## config.mk

```make
export PLATFORM = sky130hd
export DESIGN_NAME = step_key_ctrl
export DESIGN_NICKNAME = d
export VERILOG_FILES = /design/src/rtl/step_key_ctrl.sv
export SDC_FILE = /design/constraint.sdc
export NUM_CORES = 1
export LEC_CHECK = 0
export BUFFER_PORTS_ARGS = -buffer_cell sky130_fd_sc_hd__buf_4
export CORE_MARGIN = 2
export CORE_UTILIZATION = 45
export DETAILED_ROUTE_END_ITERATION = 7
export PLACE_DENSITY = 0.66
export SETUP_SLACK_MARGIN = 0.05
export SLEW_MARGIN = 20
export SYNTH_ARGS = -nofsm -noshare
export SYNTH_HDL_FRONTEND = slang
export SYNTH_SLANG_ARGS = --single-unit
```

## constraint.sdc

```tcl
create_clock -name clk -period 4.1 [get_ports clk]
set_input_delay 0.82 -clock clk [delete_from_list [all_inputs] [get_ports clk]]
set_output_delay 0.82 -clock clk [all_outputs]
set_load 0.005 [all_outputs]
```

## src/rtl/step_key_ctrl.sv

```systemverilog
// Up/down step-key controller: synchronizes and debounces two buttons, then turns
// a press into one add/sub pulse followed by tick-timed auto-repeat while held.
module step_key_ctrl #(
   parameter int unsigned DEB_TICKS    = 4,
   parameter int unsigned HOLD_TICKS   = 50,
   parameter int unsigned REPEAT_TICKS = 10
) (
   input  logic       clk,
   input  logic       rst_n,
   input  logic       tick,
   input  logic       key_up,
   input  logic       key_dn,
   output logic       add,
   output logic       sub,
   output logic       held,
   output logic [2:0] o_dbg_state
);

   typedef enum logic [2:0] {
      S_IDLE   = 3'd0,
      S_PRESS  = 3'd1,
      S_HOLD   = 3'd2,
      S_REPEAT = 3'd3,
      S_LOCK   = 3'd4
   } state_t;

   localparam logic [15:0] DEB_LIM  = 16'(DEB_TICKS);
   localparam logic [15:0] HOLD_LIM = 16'(HOLD_TICKS);
   localparam logic [15:0] REP_LIM  = 16'(REPEAT_TICKS);

   // Bit 0 carries the up key, bit 1 the down key throughout.
   logic [1:0]  r_meta;
   logic [1:0]  r_sync;
   logic [1:0]  r_db;
   logic [15:0] r_deb_cnt [2];
   logic [15:0] w_deb_inc [2];

   state_t      r_state;
   state_t      w_state_nxt;
   logic        r_dir;
   logic        w_dir_nxt;
   logic [15:0] r_cnt;
   logic [15:0] w_cnt_nxt;
   logic [15:0] w_cnt_inc;
   logic        r_rep;
   logic        w_rep_nxt;
   logic        w_captured;
   logic        w_opposite;
   logic        w_pulse;

   always_ff @(posedge clk) begin
      if (!rst_n) begin
         r_meta <= '0;
         r_sync <= '0;
      end else begin
         r_meta <= {key_dn, key_up};
         r_sync <= r_meta;
      end
   end

   always_comb begin
      for (int i = 0; i < 2; i++) begin
         w_deb_inc[i] = (r_deb_cnt[i] == 16'hFFFF) ? r_deb_cnt[i] : r_deb_cnt[i] + 16'd1;
      end
   end

   // A tick sample that agrees with the debounced level restarts the run.
   always_ff @(posedge clk) begin
      if (!rst_n) begin
         r_db         <= '0;
         r_deb_cnt[0] <= '0;
         r_deb_cnt[1] <= '0;
      end else if (tick) begin
         for (int i = 0; i < 2; i++) begin
            if (r_sync[i] == r_db[i]) begin
               r_deb_cnt[i] <= '0;
            end else if (w_deb_inc[i] >= DEB_LIM) begin
               r_db[i]      <= r_sync[i];
               r_deb_cnt[i] <= '0;
            end else begin
               r_deb_cnt[i] <= w_deb_inc[i];
            end
         end
      end
   end

   assign w_captured = r_dir ? r_db[1] : r_db[0];
   assign w_opposite = r_dir ? r_db[0] : r_db[1];
   assign w_cnt_inc  = (r_cnt == 16'hFFFF) ? r_cnt : r_cnt + {15'd0, tick};

   always_ff @(posedge clk) begin
      if (!rst_n) begin
         r_state <= S_IDLE;
         r_dir   <= 1'b0;
         r_cnt   <= '0;
         r_rep   <= 1'b0;
      end else begin
         r_state <= w_state_nxt;
         r_dir   <= w_dir_nxt;
         r_cnt   <= w_cnt_nxt;
         r_rep   <= w_rep_nxt;
      end
   end

   always_comb begin
      w_state_nxt = r_state;
      w_dir_nxt   = r_dir;
      w_cnt_nxt   = r_cnt;
      w_rep_nxt   = 1'b0;
      case (r_state)
         S_IDLE: begin
            w_cnt_nxt = '0;
            if (r_db == 2'b11) begin
               w_state_nxt = S_LOCK;
            end else if (r_db != 2'b00) begin
               w_state_nxt = S_PRESS;
               w_dir_nxt   = r_db[1];
            end
         end
         S_PRESS: begin
            // A tick coinciding with the move to HOLD is counted by HOLD.
            w_state_nxt = S_HOLD;
            w_cnt_nxt   = {15'd0, tick};
         end
         S_HOLD, S_REPEAT: begin
            if (w_opposite) begin
               w_state_nxt = S_LOCK;
               w_cnt_nxt   = '0;
            end else if (!w_captured) begin
               w_state_nxt = S_IDLE;
               w_cnt_nxt   = '0;
            end else if (r_state == S_HOLD && w_cnt_inc >= HOLD_LIM) begin
               w_state_nxt = S_REPEAT;
               w_cnt_nxt   = '0;
            end else if (r_state == S_REPEAT && w_cnt_inc >= REP_LIM) begin
               w_rep_nxt = 1'b1;
               w_cnt_nxt = '0;
            end else begin
               w_cnt_nxt = w_cnt_inc;
            end
         end
         S_LOCK: begin
            w_cnt_nxt = '0;
            if (r_db == 2'b00) begin
               w_state_nxt = S_IDLE;
            end
         end
         default: begin
            w_state_nxt = S_IDLE;
            w_cnt_nxt   = '0;
         end
      endcase
   end

   // Outputs are gated by rst_n so a reset cycle never shows a pulse.
   assign w_pulse     = (r_state == S_PRESS) | r_rep;
   assign add         = rst_n & w_pulse & ~r_dir;
   assign sub         = rst_n & w_pulse & r_dir;
   assign held        = rst_n & ((r_state == S_PRESS) | (r_state == S_HOLD) | (r_state == S_REPEAT));
   assign o_dbg_state = r_state;

endmodule

```

; Yosys cells after proc, flatten, opt, wreduce, memory -nomap -nowiden
; Memories as Yosys holds them, arrays and structs flattened.
; Cells that the tools add are included.
[totals]
register_bits = 27
ramBits = 32
in_bits = 5
output_inout_bits = 6
word_cells = 113
memories = 1
[mem_list]
columns = memory, words, word_bits, read_ports, rd_clocked_by_memory_dff, wr, line
row1 = r_deb_cnt, 2, 16, 2, 0, 2, 35  ; logic [15:0] r_deb_cnt [2];
[op_classes]
add_sub_neg = 3
magnitude_cmp = 4
eq_ne = 13
muxes = 53
n_bitwise = 20
reduce_logical = 11
[op_table]
columns = operator, count
row1 = $mux W16, 13
row2 = $eq A16 B16 Y1 const B, 3
row3 = $add A16 B1 Y16 const B, 2
row4 = $ge A16 B3 Y1 const B, 2
row5 = $mux W1, 32
row6 = $pmux W16 S2, 1
row7 = $mux W3, 6
row8 = $add A16 B1 Y16, 1
row9 = $ge A16 B4 Y1 const B, 1
row10 = $ge A16 B6 Y1 const B, 1
row11 = $pmux W3 S4, 1
row12 = $reduce_and A3 Y1, 4
row13 = $or A1 B1 Y1, 9
row14 = $not A1 Y1, 7
row15 = $eq A3 B2 Y1 const B, 2
row16 = $reduce_or A5 Y1, 1
row17 = $and A1 B1 Y1, 4
row18 = $ne A4 B4 Y1 const B, 1
row19 = $eq A3 B1 Y1 const B, 1
row20 = $eq A3 B3 Y1 const B, 1
row21 = $logic_not A3 Y1, 1
row22 = $ne A3 B3 Y1 const B, 1
row23 = $eq A1 B1 Y1, 2
row24 = $eq A2 B2 Y1 const B, 1
row25 = other kinds (5), 6

; Longest topological paths before layout
; Gate-level depths: netlist of the first run.
[logic_depth]
word_depth = 10
mapped_depth = 10

; Worst setup path after synthesis of the first run
; No wires, ideal clock.
[synth_timing]
path_type = input port to flip-flop
start = input tick
end = register r_cnt[3]
setup_ns = 0.079
t_arrival_ns = 3.232
t_required_ns = 4.021
slack_ns = 0.788
path_stages = 10
path_buffers = 1
cell_sequence = ha_1 -> ha_1 -> clkbuf_1 -> and2_1 -> a311o_1 -> o21ai_1 -> o211ai_1 -> or4_4 -> a311o_4 -> a211oi_2
[synth_between]
elab_chain_cells = 9
elab_cells_between_ends = 11
[synth_rtl]
columns = element, line
row1 = from (decl), 10  ; input logic tick,
row2 = $add A16 B1 Y16 (*), 89  ; assign w_cnt_inc = (r_cnt == 16'hFFFF) ? r_cnt : r_cnt + {15'd0, tick};
row3 = $mux W16 (*), 89
row4 = $ge A16 B4 Y1, 135  ; end else if (r_state == S_REPEAT && w_cnt_inc >= REP_LIM) begin
row5 = $logic_and A1 B1 Y1, 135
row6 = $mux W16, 135
row7 = $mux W16 (*), 132  ; end else if (r_state == S_HOLD && w_cnt_inc >= HOLD_LIM) begin
row8 = $mux W16 (*), 129  ; end else if (!w_captured) begin
row9 = $mux W16 (*), 126  ; if (w_opposite) begin
row10 = $pmux W16 S2 (*), 110  ; case (r_state)
row11 = to (signal assigned), 100  ; r_cnt <= w_cnt_nxt;
row12 = to (decl), 42  ; logic [15:0] r_cnt;
; Mark *: on every way between the ends. The rest lies on a longest branch, timed or not.
; A chain may end at the register's enable or synchronous reset.

; Final worst setup path of the first run
; Same ends and word-level chain as after synthesis.

==> results of run 1 <==
[layout make-up]
class	count	area (µm²)
inverters	12	45.0
clock inverters	5	62.6
flip-flops and latches	59	1500
multi-input cells	283	1740
repair buffers	10	75.1
fillers	641	3150
well taps	96	120
clock buffers	11	131
[routing by layer]
layer	wire (µm)	track usage	share of wire
met3	259	0.0438	0.042
met1	2950	0.220	0.48
met5	0	0	0
met2	2780	0.261	0.45
met4	138	0.0895	0.023
[sequential cells by signal, indices dropped and copies added (netlist names)]
signal and cells:
r_deb_cnt 32, r_dir 1, r_sync 2, r_cnt 16, o_dbg_state 3, r_rep 1
r_meta 2, r_db 2
[through the flow]
step	worst slack (ns)	instances	power, W	instance area [µm²]
after floorplan	0.788	362	0.000783	3340
after global placement	0.588	460	0.000812	3480
after detailed placement	0.542	460	0.000814	3480
after CTS	0.911	476	0.00134	3680
after global routing	0.760	476	0.00139	3680
final	0.879	476	0.00132	3680
[cells in the mapped netlist, drive strengths merged, types with 2 or more instances]
master / count / area share
buf: 4 / 0.012
and3: 7 / 0.014
xnor2: 8 / 0.022
a311o: 3 / 0.012
o2111ai: 2 / 0.0055
a2111oi: 3 / 0.0082
inv: 12 / 0.014
o21ai: 17 / 0.028
and4: 3 / 0.0082
and2: 9 / 0.018
nand2: 26 / 0.030
a21bo: 2 / 0.0062
or3: 4 / 0.0082
clkbuf: 4 / 0.0051
a31oi: 2 / 0.0039
nor3: 10 / 0.016
o211ai: 8 / 0.019
a21oi: 13 / 0.021
a21o: 2 / 0.0047
ha: 7 / 0.027
a21boi: 2 / 0.0047
nor2: 26 / 0.030
nand2b: 5 / 0.0098
dfxtp: 27 / 0.17
edfxtp: 32 / 0.30
mux2i: 5 / 0.016
nand3: 15 / 0.025
a311oi: 2 / 0.0055
a211oi: 4 / 0.012
nand4: 13 / 0.027
nor3b: 3 / 0.0070
or2: 2 / 0.0039
nor2b: 4 / 0.0078
nor4: 7 / 0.014
a41oi: 2 / 0.0055
or4: 6 / 0.016
xor2: 4 / 0.011
[how the worst min path moves through the flow]
stage	start	depth (start not counted)	end
6_report	r_meta[1]$_SDFF_PN0_	1	r_sync[1]$_SDFF_PN0_
5_1_grt	r_meta[0]$_SDFF_PN0_	1	r_sync[0]$_SDFF_PN0_
4_1_cts	r_meta[0]$_SDFF_PN0_	1	r_sync[0]$_SDFF_PN0_
3_5_place_dp	r_meta[1]$_SDFF_PN0_	1	r_sync[1]$_SDFF_PN0_
3_3_place_gp	r_meta[1]$_SDFF_PN0_	1	r_sync[1]$_SDFF_PN0_
2_1_floorplan	r_meta[0]$_SDFF_PN0_	1	r_sync[0]$_SDFF_PN0_
[where the power goes]
part | leakage (nW) | internal, W | switching (W)
sequential | 0.552 | 0.000665 | 0.0000421
combinational | 0.684 | 0.0000440 | 0.0000517
clock | 0.0901 | 0.000284 | 0.000238
total | 1.33 | 0.000993 | 0.000331
[kinds of logic after synthesis]
logic type,after synthesis
xor+xnor,12
flops,59
mux,5
compound gates,77
buf+inv,20
fa+ha+maj,7
simple gates,144
other cells,1
[worst max-delay path, cell delays in order]
cell	delay [ns]
buf_4	0.13
ha_1	0.23
ha_1	0.30
and2_1	0.26
a311o_1	0.36
o21ai_1	0.10
o211ai_1	0.12
or4_4	0.55
a311o_4	0.46
a211oi_2	0.15
==> results.md, run 1 <==
- In the routed design, unresolved DRC markers number 0.
- The fraction of the yosys area taken by sequential cells is 0.469.
- Row generation in the floorplan step produced 30 rows.
- Of the total synthesized cell area, the portion taken by AND, OR, NAND and NOR gates is 0.245.
- The synthesized-area fraction occupied by adder cells is 0.0273.
- The final count of negative-setup-slack endpoints is 0.
- The tightest hold path in the finished design has a slack of 0.436 ns.
- In this run, post-CTS repair resized a total of 0 instances.
- The overall via count from detail_route is 2,571.
- The fraction of layout cells with a size suffix above 1 is 0.108.
- The critical path endpoint category is a flop.
- The most common cell after layout, fill and taps aside is conb_1.
- The worst supply voltage drop on vdd is 204 µV.
- The worst register-to-register path ends at r_cnt[3]$_SDFF_PN0_.
- The area growth from synthesis to layout is 14.8%.
- The area share of xor/xnor cells in the synthesized design is 0.0328.
- The count of H-tree levels built during CTS is 3.
- For this run the aggregate overflow at the end of global routing stands at 0.
- The startpoint type of the worst setup path is an input port.
- Of the post-synthesis cell area, the part taken by muxes is 0.0156.
- The setup check on the worst reg-to-reg path leaves a slack of 1.10 ns.
- The number of antenna diodes in the final layout is 0.
- The number of warnings printed during yosys synthesis is 0.
- In this run the count of I/O pins placed on the die edge is 11.
- Clock-pin slew was measured on the worst setup and hold paths at 0.07 ns.
- The final layout contains routed wiring with a total length of 6130 µm.
- STA puts the critical path data required time at 4.36 ns.
- The area fraction in compound gates after synthesis was 0.178.
- The static leakage power is 1.33 nW.
- The kind of critical path is input port to flop.
- The largest clock skew in the final design is 0.0108 ns.
- The number of enable-type register cells in the synthesized netlist is 32.
- At the worst endpoint, the arrival time is 3.48 ns.
- The synthesized netlist occupies a cell area of 0.00320 mm².
- The count of nets left with antenna violations once routing finished came out at 0.
- The final max-slew violation count is 0.
- The largest family of logic cells by synthesized area is simple AND/OR/NAND/NOR gates.
- The total half-perimeter wirelength after legalization and detailed placement is 4520 µm.
- The number of nets at the end of the flow is 387.
- Once the clock tree was built, the setup fixing pass inserted 0 buffers.
- The first global-routing pass estimated 10,200 µm of wire.
- In this run the critical register-to-register path is launched from r_cnt[0]$_SDFF_PN0_.
- The worst pin sits at a relative slew slack of 0.442.
- The count of input and output buffers is 10.
- The clock reaches the later pin of the worst-skew pair after 0.34 ns.
- The flop and latch count out of synthesis is 59.
- The flow ran to the end, and the final reports show no timing, DRC or antenna violations.
- Setup repair after global routing left no endpoint under its margin.
- The highest clock frequency the design can meet is 310 MHz.
- The pin count of the biggest net entering global routing is 17.
- CTS placed an instance of clkbuf_8 at the clock tree root.
- The path class of the lowest-slack min-delay path is flop to flop.
- The horizontal die dimension is 88.4 µm.
- In this run the worst path has a maximum fanout of 8.
- Summed over all failing endpoints, the final setup total negative slack is 0 ns.
- The number of clock buffers added by TritonCTS is 9.
- At the pin with the least slew margin, the transition time is 0.829 ns.
- The clock tree buffer depth is 2.
- The initial detailed-routing violation count is 104.
- The number of different library cells in the post-synthesis netlist is 69.
- Dividing total power by cell area gives a power density of 360 mW/mm².
- The most critical setup path has its startpoint at tick.
- The post-route clock period utilization is 0.786.
- The total clock sinks is 59.
- The first detailed-routing pass ran for 4 iterations.
- Dividing the detail-routed via count by the number of cells gives 5.40.
- For the worst flop-to-flop path, the logic depth is 9.
- The number of antenna violations at the first check in global routing is 0.
- The floorplan step defined a die boundary enclosing 0.00781 mm².
- Across the run, the number of max-cap violations was 0.
- In this run the worst setup path terminates at r_cnt[3]$_SDFF_PN0_.
- After technology mapping, the gate count stands at 325.
- Buffers inserted to repair hold after CTS numbered 0.
- Dividing the detail-routed wire length by the instance count gives 12.9 µm.
- In the layout the commonest cells are conb_1 (38), edfxtp_1 (32), dfxtp_1 (27).
- The worst path in the final design needs a cycle of 3.22 ns, including I/O delays and setup.
- For this configuration, the core starts out at a cell density of 0.469.
- After synthesis, the mean cell area works out to 9.86 µm².
- The final number of hold-violating endpoints was 0.
- TritonCTS built the clock tree.
- In the synthesized netlist the dominant register cell turns out to be edfxtp_1.
- Of all flip-flops after synthesis, the portion carrying an async set or reset was 0.
- At the end of the flow the core is filled with cells to 0.538.
- The combined global-route utilization of all metal layers is 0.170.
- The region available for standard cell placement spans 0.00683 mm².
- The via count of the first global-routing pass is 2,286.
- The congestion estimate from routability-driven global placement came to 0.932.
- The overall die height is 88.4 µm.
No activity file was read; power rests on OpenSTA's default activity.
==> run 2, diff against run 1 <==
Settings changed: PLACE_DENSITY 0.66 to 0.68.
Clock period 4.1 ns to 2.8 ns, I/O delays scaled along.
==> results.md, run 2 (synthesis gave the netlist of run 1 again) <==
- The power per cell area came to 525 mW/mm² (+46%).
- In this run the worst setup path begins at r_cnt[8]$_SDFF_PN0_.
- The wire length of the first global-routing pass is 11,400 µm (+12%).
- The total CTS buffers is 9 (unchanged).
- TritonCTS built the clock tree.
- The pin count of the biggest net entering global routing is 17 (unchanged).
- The routed length per instance was 13.6 µm (+5.8%).
- The total negative slack for setup checks is 0 ns (unchanged).
- The path class of the lowest-slack min-delay path is input port to flop.
- The clock transition at the registers of the reported paths is 0.07 ns (about the same).
- The overall via count from detail_route was 2,640 (+2.7%).
- The initial detailed-routing violation count came to 155 (+49%).
- Setup repair after global routing left no endpoint under its margin.
- The startpoint identified for the worst register-to-register timing path is r_cnt[8]$_SDFF_PN0_.
- The final number of hold-violating endpoints came to 0 (unchanged).
- The final count of negative-setup-slack endpoints is 0 (unchanged).
- The filler cell count came to 605 (-5.6%).
- The most common cell after layout, fill and taps aside is conb_1.
- The number of nets at the end of the flow came to 406 (+4.9%).
- The core area was 0.00683 mm² (unchanged).
- The total half-perimeter wirelength after legalization and detailed placement came to 4890 µm (+8.2%).
- The total length of routed wires was 6740 µm (+10%).
- The cell with the largest stage delay on the worst path is or4_1.
- The least setup slack across all paths after layout is 0.119 ns (-0.760 ns).
- The overall die height is 88.4 µm (unchanged).
- The worst setup path is launched from a flop.
- Traced cell by cell, the critical path runs through and4_1 > nand3_2 > or4_1 > o311a_2 > or4_4 > a311o_4 > a211oi_2.
- The smallest clock period supported by the final layout is computed as 2.68 ns.
- The hold path startpoint is key_dn.
- The via count of the first global-routing pass is 2,502 (+9.4%).
- The top cell types in the final layout, fill and taps aside, are conb_1 (38), edfxtp_1 (32), buf_4 (29).
- Compared with the post-synthesis result, the final layout area differs by 22.3%.
- The DRC violation count after routing was 0 (unchanged).
- The effective utilization at floorplan is 0.469 (unchanged).
- The critical path data arrival time is 2.94 ns (-0.54 ns).
- The critical path is of the flop to flop type.
- The run finished with clean final reports.
- The final core area utilization is 0.574 (+0.0352).
- Ranked by flip-flop count, first place goes to r_deb_cnt.
- The number of top-level pins was 11 (unchanged).
- The number of buffers added to fix hold violations after cts is 0 (unchanged).
- The worst supply voltage drop on vdd is 366 µV (+79%).
- The area of the multi-input gates is 0.00180 mm² (+3.3%).
- The slew at the pin closest to its max-slew limit was 0.789 ns (-0.0403 ns).
- The highest clock frequency the design can meet is 373 MHz.
- The fraction of layout cells with a size suffix above 1 came to 0.190 (+0.0826).
- The area of placed instances is 0.00364 mm² (+4.4%).
- The per-cell via count in the routed design came to 5.33 (-1.3%).
- The combined global-route utilization of all metal layers was 0.191 (+0.0211).
- The post-route clock period utilization is 0.957.
- The largest fanout of any net on the critical path is 7 (-1).
- The worst hold slack is 0.422 ns (-0.0131 ns).
- The cell row count is 30 (unchanged).
- The largest clock skew in the final design is 0.0120 ns (+0.00119 ns).
- The horizontal die dimension was 88.4 µm (unchanged).
- The residual antenna-violating net count after detailed routing is 0 (unchanged).
- The global route total overflow is 0 (unchanged).
- The number of flip-flops in the largest register is 32 (unchanged).
- The final max-slew violation count came to 0 (unchanged).
- The first-pass detailed-route iteration total is 4 (unchanged).
- The clock latency on the worst-skew pair was 0.35 ns (about the same).
- The cell area after layout was 0.00392 mm² (+6.5%).
- The clock tree buffer depth is 2 (unchanged).
- The count of input and output buffers is 10 (unchanged).
- The sequential standard cell area came to 0.00151 mm² (+0.58%).
- The critical path endpoint category is a flop.
- The required time of the critical path is 3.06 ns (-1.30 ns).
- The clock tree root buffer cell is clkbuf_8.
- The total clock sinks is 59 (unchanged).
- The count of H-tree levels built during CTS is 3 (unchanged).
- The pre-CTS setup slack is -0.149 ns (-0.691 ns).
- The placer's final routability congestion estimate came to 0.919 (-1.4%).
- The number of antenna violations at the first check in global routing is 0 (unchanged).
- The headroom to the max-slew limit was 0.474 (+0.0319).
- The static leakage power was 1.45 nW (+9.3%).
- The area of the die came to 0.00781 mm² (unchanged).
- The longest individual stage delay on the worst path is 0.54 ns (about the same).
- The final antenna diode count is 0 (unchanged).
- The number of max-capacitance violations reported is 0 (unchanged).
[run 2: cell count changes in the layout (fill, tap and decap cells not counted), moves of 2 or more]
cell      delta
buf_4       +19
dfxtp_1      -7
dfxtp_2      +7
nor4_1       -3
nor4_2       +3
clkbuf_1     -2
ha_1         -2
ha_4         +2
[run 2: critical path, delay by kind of cell, from the launching register on]
| kind | cells | cell delay [ns] |
|---|---|---|
| and+or+nand+nor | 4 | 1.47 |
| AOI/OAI and AO/OA | 3 | 0.68 |
| DFF | 1 | 0.46 |
[run 2: stage by stage]
step	instances	power, W
detailed placement	478	0.00120
floorplan	362	0.00115
CTS	494	0.00207
global placement	478	0.00119
finish	495	0.00206
global route	495	0.00215
[run 2: cell type report]
cell class                 instances  share of cell area
clock inverter                     7              0.0259
tap                               96              0.0307
timing repair buffer              29              0.0556
sequential                        59               0.385
multi-input combinational        283               0.459
inverter                          12              0.0115
clock buffer                       9              0.0316
[run 2: routing by layer]
metal	vias to the layer above	global-route usage	wire length (µm)
met5	-	0	0
met4	0	0.0937	100
met3	11	0.0354	255
met2	45	0.312	3240
met1	1241	0.243	3140
li1	1343	-	-
[run 2: worst paths after layout]
path	slack, ns	depth (start not counted)	to
max reg2reg	0.12	7	r_cnt[2]$_SDFF_PN0_
min reg2reg	0.45	1	r_sync[0]$_SDFF_PN0_
max	0.12	7	r_cnt[2]$_SDFF_PN0_
min	0.42	2	r_meta[1]$_SDFF_PN0_
[run 2: power by group]
part	total [W]	internal (W)	switching, W
Sequential	0.00104	0.000974	0.0000659
Clock	0.000868	0.000506	0.000362
Combinational	0.000150	0.0000689	0.0000809
[run 2: timing repair]
action,CTS,global route
setup endpoints to repair,0,10
resized for setup,0,14
setup buffers,0,1
==> run 3, diff against run 2 <==
Settings changed: CORE_UTILIZATION 45 to 53, PLACE_DENSITY 0.68 to 0.77.
==> results.md, run 3 (synthesis gave the netlist of run 1 again) <==
- The clock latency on the worst-skew pair came to 0.34 ns (about the same).
- The total clock sinks is 59 (unchanged).
- The worst supply voltage drop on vdd was 321 µV (-12%).
- The overall via count from detail_route came to 2,666 (+0.98%).
- The static leakage power is 1.46 nW (+0.54%).
- The number of max-capacitance violations reported is 0 (unchanged).
- The final count of negative-setup-slack endpoints is 0 (unchanged).
- The post-route clock period utilization was 0.950 (-0.00756).
- The headroom to the max-slew limit is 0.526 (+0.0522).
- The wire length of the first global-routing pass came to 11,000 µm (-3.4%).
- The total length of routed wires was 6660 µm (-1.2%).
- The number of nets at the end of the flow is 408 (+0.49%).
- The count of H-tree levels built during CTS is 3 (unchanged).
- The critical path ends at r_cnt[2]$_SDFF_PN0_.
- The via count of the first global-routing pass came to 2,432 (-2.8%).
- The largest fanout of any net on the critical path is 6 (-1).
- The number of top-level pins is 11 (unchanged).
- The power per cell area is 499 mW/mm² (-5.1%).
- The per-cell via count in the routed design was 5.60 (+5.0%).
- The setup slack on the worst flop-to-flop path is 0.14 ns (+0.02 ns).
- The slew at the pin closest to its max-slew limit is 0.710 ns (-0.0783 ns).
- The cell row count is 28 (-6.7%).
- The CTS tree is done.
- The required time of the critical path came to 3.05 ns (about the same).
- The pin count of the biggest net entering global routing was 17 (unchanged).
- The register with the most flip-flops in the final layout is r_deb_cnt.
- The combined global-route utilization of all metal layers was 0.220 (+0.0290).
- The number of cells on the worst reg-to-reg path is 7 (unchanged).
- The DRC violation count after routing is 0 (unchanged).
- The number of antenna violations at the first check in global routing was 0 (unchanged).
- The least setup slack across all paths after layout is 0.140 ns (+0.0212 ns).
- The core area was 0.00589 mm² (-14%).
- The total half-perimeter wirelength after legalization and detailed placement came to 4880 µm (-0.29%).
- The placer's final routability congestion estimate is 0.914 (-0.59%).
- The kind of critical path is flop to flop.
- The top cell types in the final layout, fill and taps aside, are conb_1 (38), edfxtp_1 (32), buf_4 (31).
- The clock tree buffer depth is 2 (unchanged).
- The post-layout minimum cycle time is 2.66 ns (-0.0212 ns).
- STA classifies the critical path endpoint as a flop.
- The global-route met3 utilization came to 0.0626 (+0.0272).
- The critical path data arrival time is 2.91 ns (-0.03 ns).
- The routed length per instance is 14.0 µm (+2.7%).
- The largest clock skew in the final design is 0.0118 ns (-0.000159 ns).
- In this run the worst hold path is classified as input port to flop.
- The met2 track utilization from global routing came to 0.344 (+0.0322).
- The filler-free cell count of the finished design is 476 (-3.8%).
- The number of flip-flops in the largest register is 32 (unchanged).
- The count of input and output buffers is 10 (unchanged).
- The first-pass detailed-route iteration total came to 4 (unchanged).
- The horizontal die dimension was 81.8 µm (-7.5%).
- The met1 capacity usage during global routing is 0.292 (+0.0487).
- The highest clock frequency the design can meet is 376 MHz (+0.80%).
- The hold path startpoint is key_up.
- The final core area utilization was 0.661 (+0.0877).
- The effective utilization at floorplan was 0.544 (+0.0754).
- The tree is rooted in a clkbuf_8.
- The fraction of layout cells with a size suffix above 1 is 0.195 (+0.00404).
- The worst register-to-register path ends at r_cnt[2]$_SDFF_PN0_.
- The residual antenna-violating net count after detailed routing came to 0 (unchanged).
- The total CTS buffers is 9 (unchanged).
- The overall die height is 81.8 µm (-7.5%).
- The run finished with clean final reports.
- The clock transition at the registers of the reported paths is 0.07 ns (about the same).
- The final number of hold-violating endpoints was 0 (unchanged).
- The startpoint of the most critical setup path is r_cnt[13]$_SDFF_PN0_.
- The final antenna diode count came to 0 (unchanged).
- The total negative slack for setup checks was 0 ns (unchanged).
- The final max-slew violation count is 0 (unchanged).
- The area growth from synthesis to layout is 21.5%.
- The pre-CTS setup slack is -0.148 ns (+0.000865 ns).
- The worst register-to-register path begins at r_cnt[13]$_SDFF_PN0_.
- Setup repair after global routing could not meet its margin everywhere.
- The global route total overflow is 0 (unchanged).
- The most common cell after layout, fill and taps aside is conb_1.
- In this run the most used layer during global routing was met2.
- The startpoint type of the worst setup path is a flop.
- The worst hold slack is 0.436 ns (+0.0140 ns).
- The number of placed instances, taps included was 458 (-4.2%).
- The area of the die is 0.00668 mm² (-14%).
- The initial detailed-routing violation count came to 243 (+57%).
-- run 3: cell count changes in the layout (fill, tap and decap cells not counted), sizes merged --
cell      before  now
buf           29   31
clkbuf         9   11
bufinv         2    1
clkinv         2    3
clkinvlp       2    1
inv           13   12
-- run 3: power breakdown --
part	switching [W]	leakage [nW]	internal [W]
Clock	0.000317	0.0991	0.000430
Combinational	0.0000859	0.805	0.0000725
Sequential	0.0000615	0.554	0.000974
-- run 3: critical path: stages, from the launching register on --
cell and delay (ns):
dfxtp_2 0.38, nand4_4 0.16, or3b_1 0.39, or4_1 0.42, o311a_2 0.15, or4_4 0.54, a311o_4 0.38, a211oi_2 0.16
-- run 3: how the worst min path moves through the flow --
stage / slack (ns) / cells past startpoint / end
after floorplan: 0.41 / 1 / r_sync[0]$_SDFF_PN0_
after global placement: 0.42 / 1 / r_sync[1]$_SDFF_PN0_
after detailed placement: 0.43 / 1 / r_sync[1]$_SDFF_PN0_
after CTS: 0.42 / 2 / r_meta[0]$_SDFF_PN0_
after global routing: 0.42 / 2 / r_meta[0]$_SDFF_PN0_
final: 0.44 / 2 / r_meta[0]$_SDFF_PN0_
-- run 3: layout make-up --
cell class | instances | area, µm²
repair buffers | 31 | 233
fillers | 488 | 1990
clock buffers | 11 | 141
multi-input cells | 283 | 1820
well taps | 75 | 93.8
clock inverters | 5 | 52.6
inverters | 12 | 45.0
flip-flops and latches | 59 | 1510
-- run 3: what timing repair did --
item | CTS | global route
gates resized for setup | 0 | 16
hold buffers | 0 | 0
endpoints found under the setup margin | 0 | 11
buffers inserted | 0 | 2
-- run 3: stage by stage --
stage	total power, W	cell area (µm²)
finish	0.00194	3890
global route	0.00204	3890
CTS	0.00196	3810
detailed placement	0.00120	3620
global placement	0.00120	3620
floorplan	0.00115	3380
-- run 3: metal layers --
metal	vias to the layer above	part of all wire
li1	1351	-
met3	11	0.042
met2	58	0.48
met1	1246	0.46
met5	-	0
met4	0	0.015
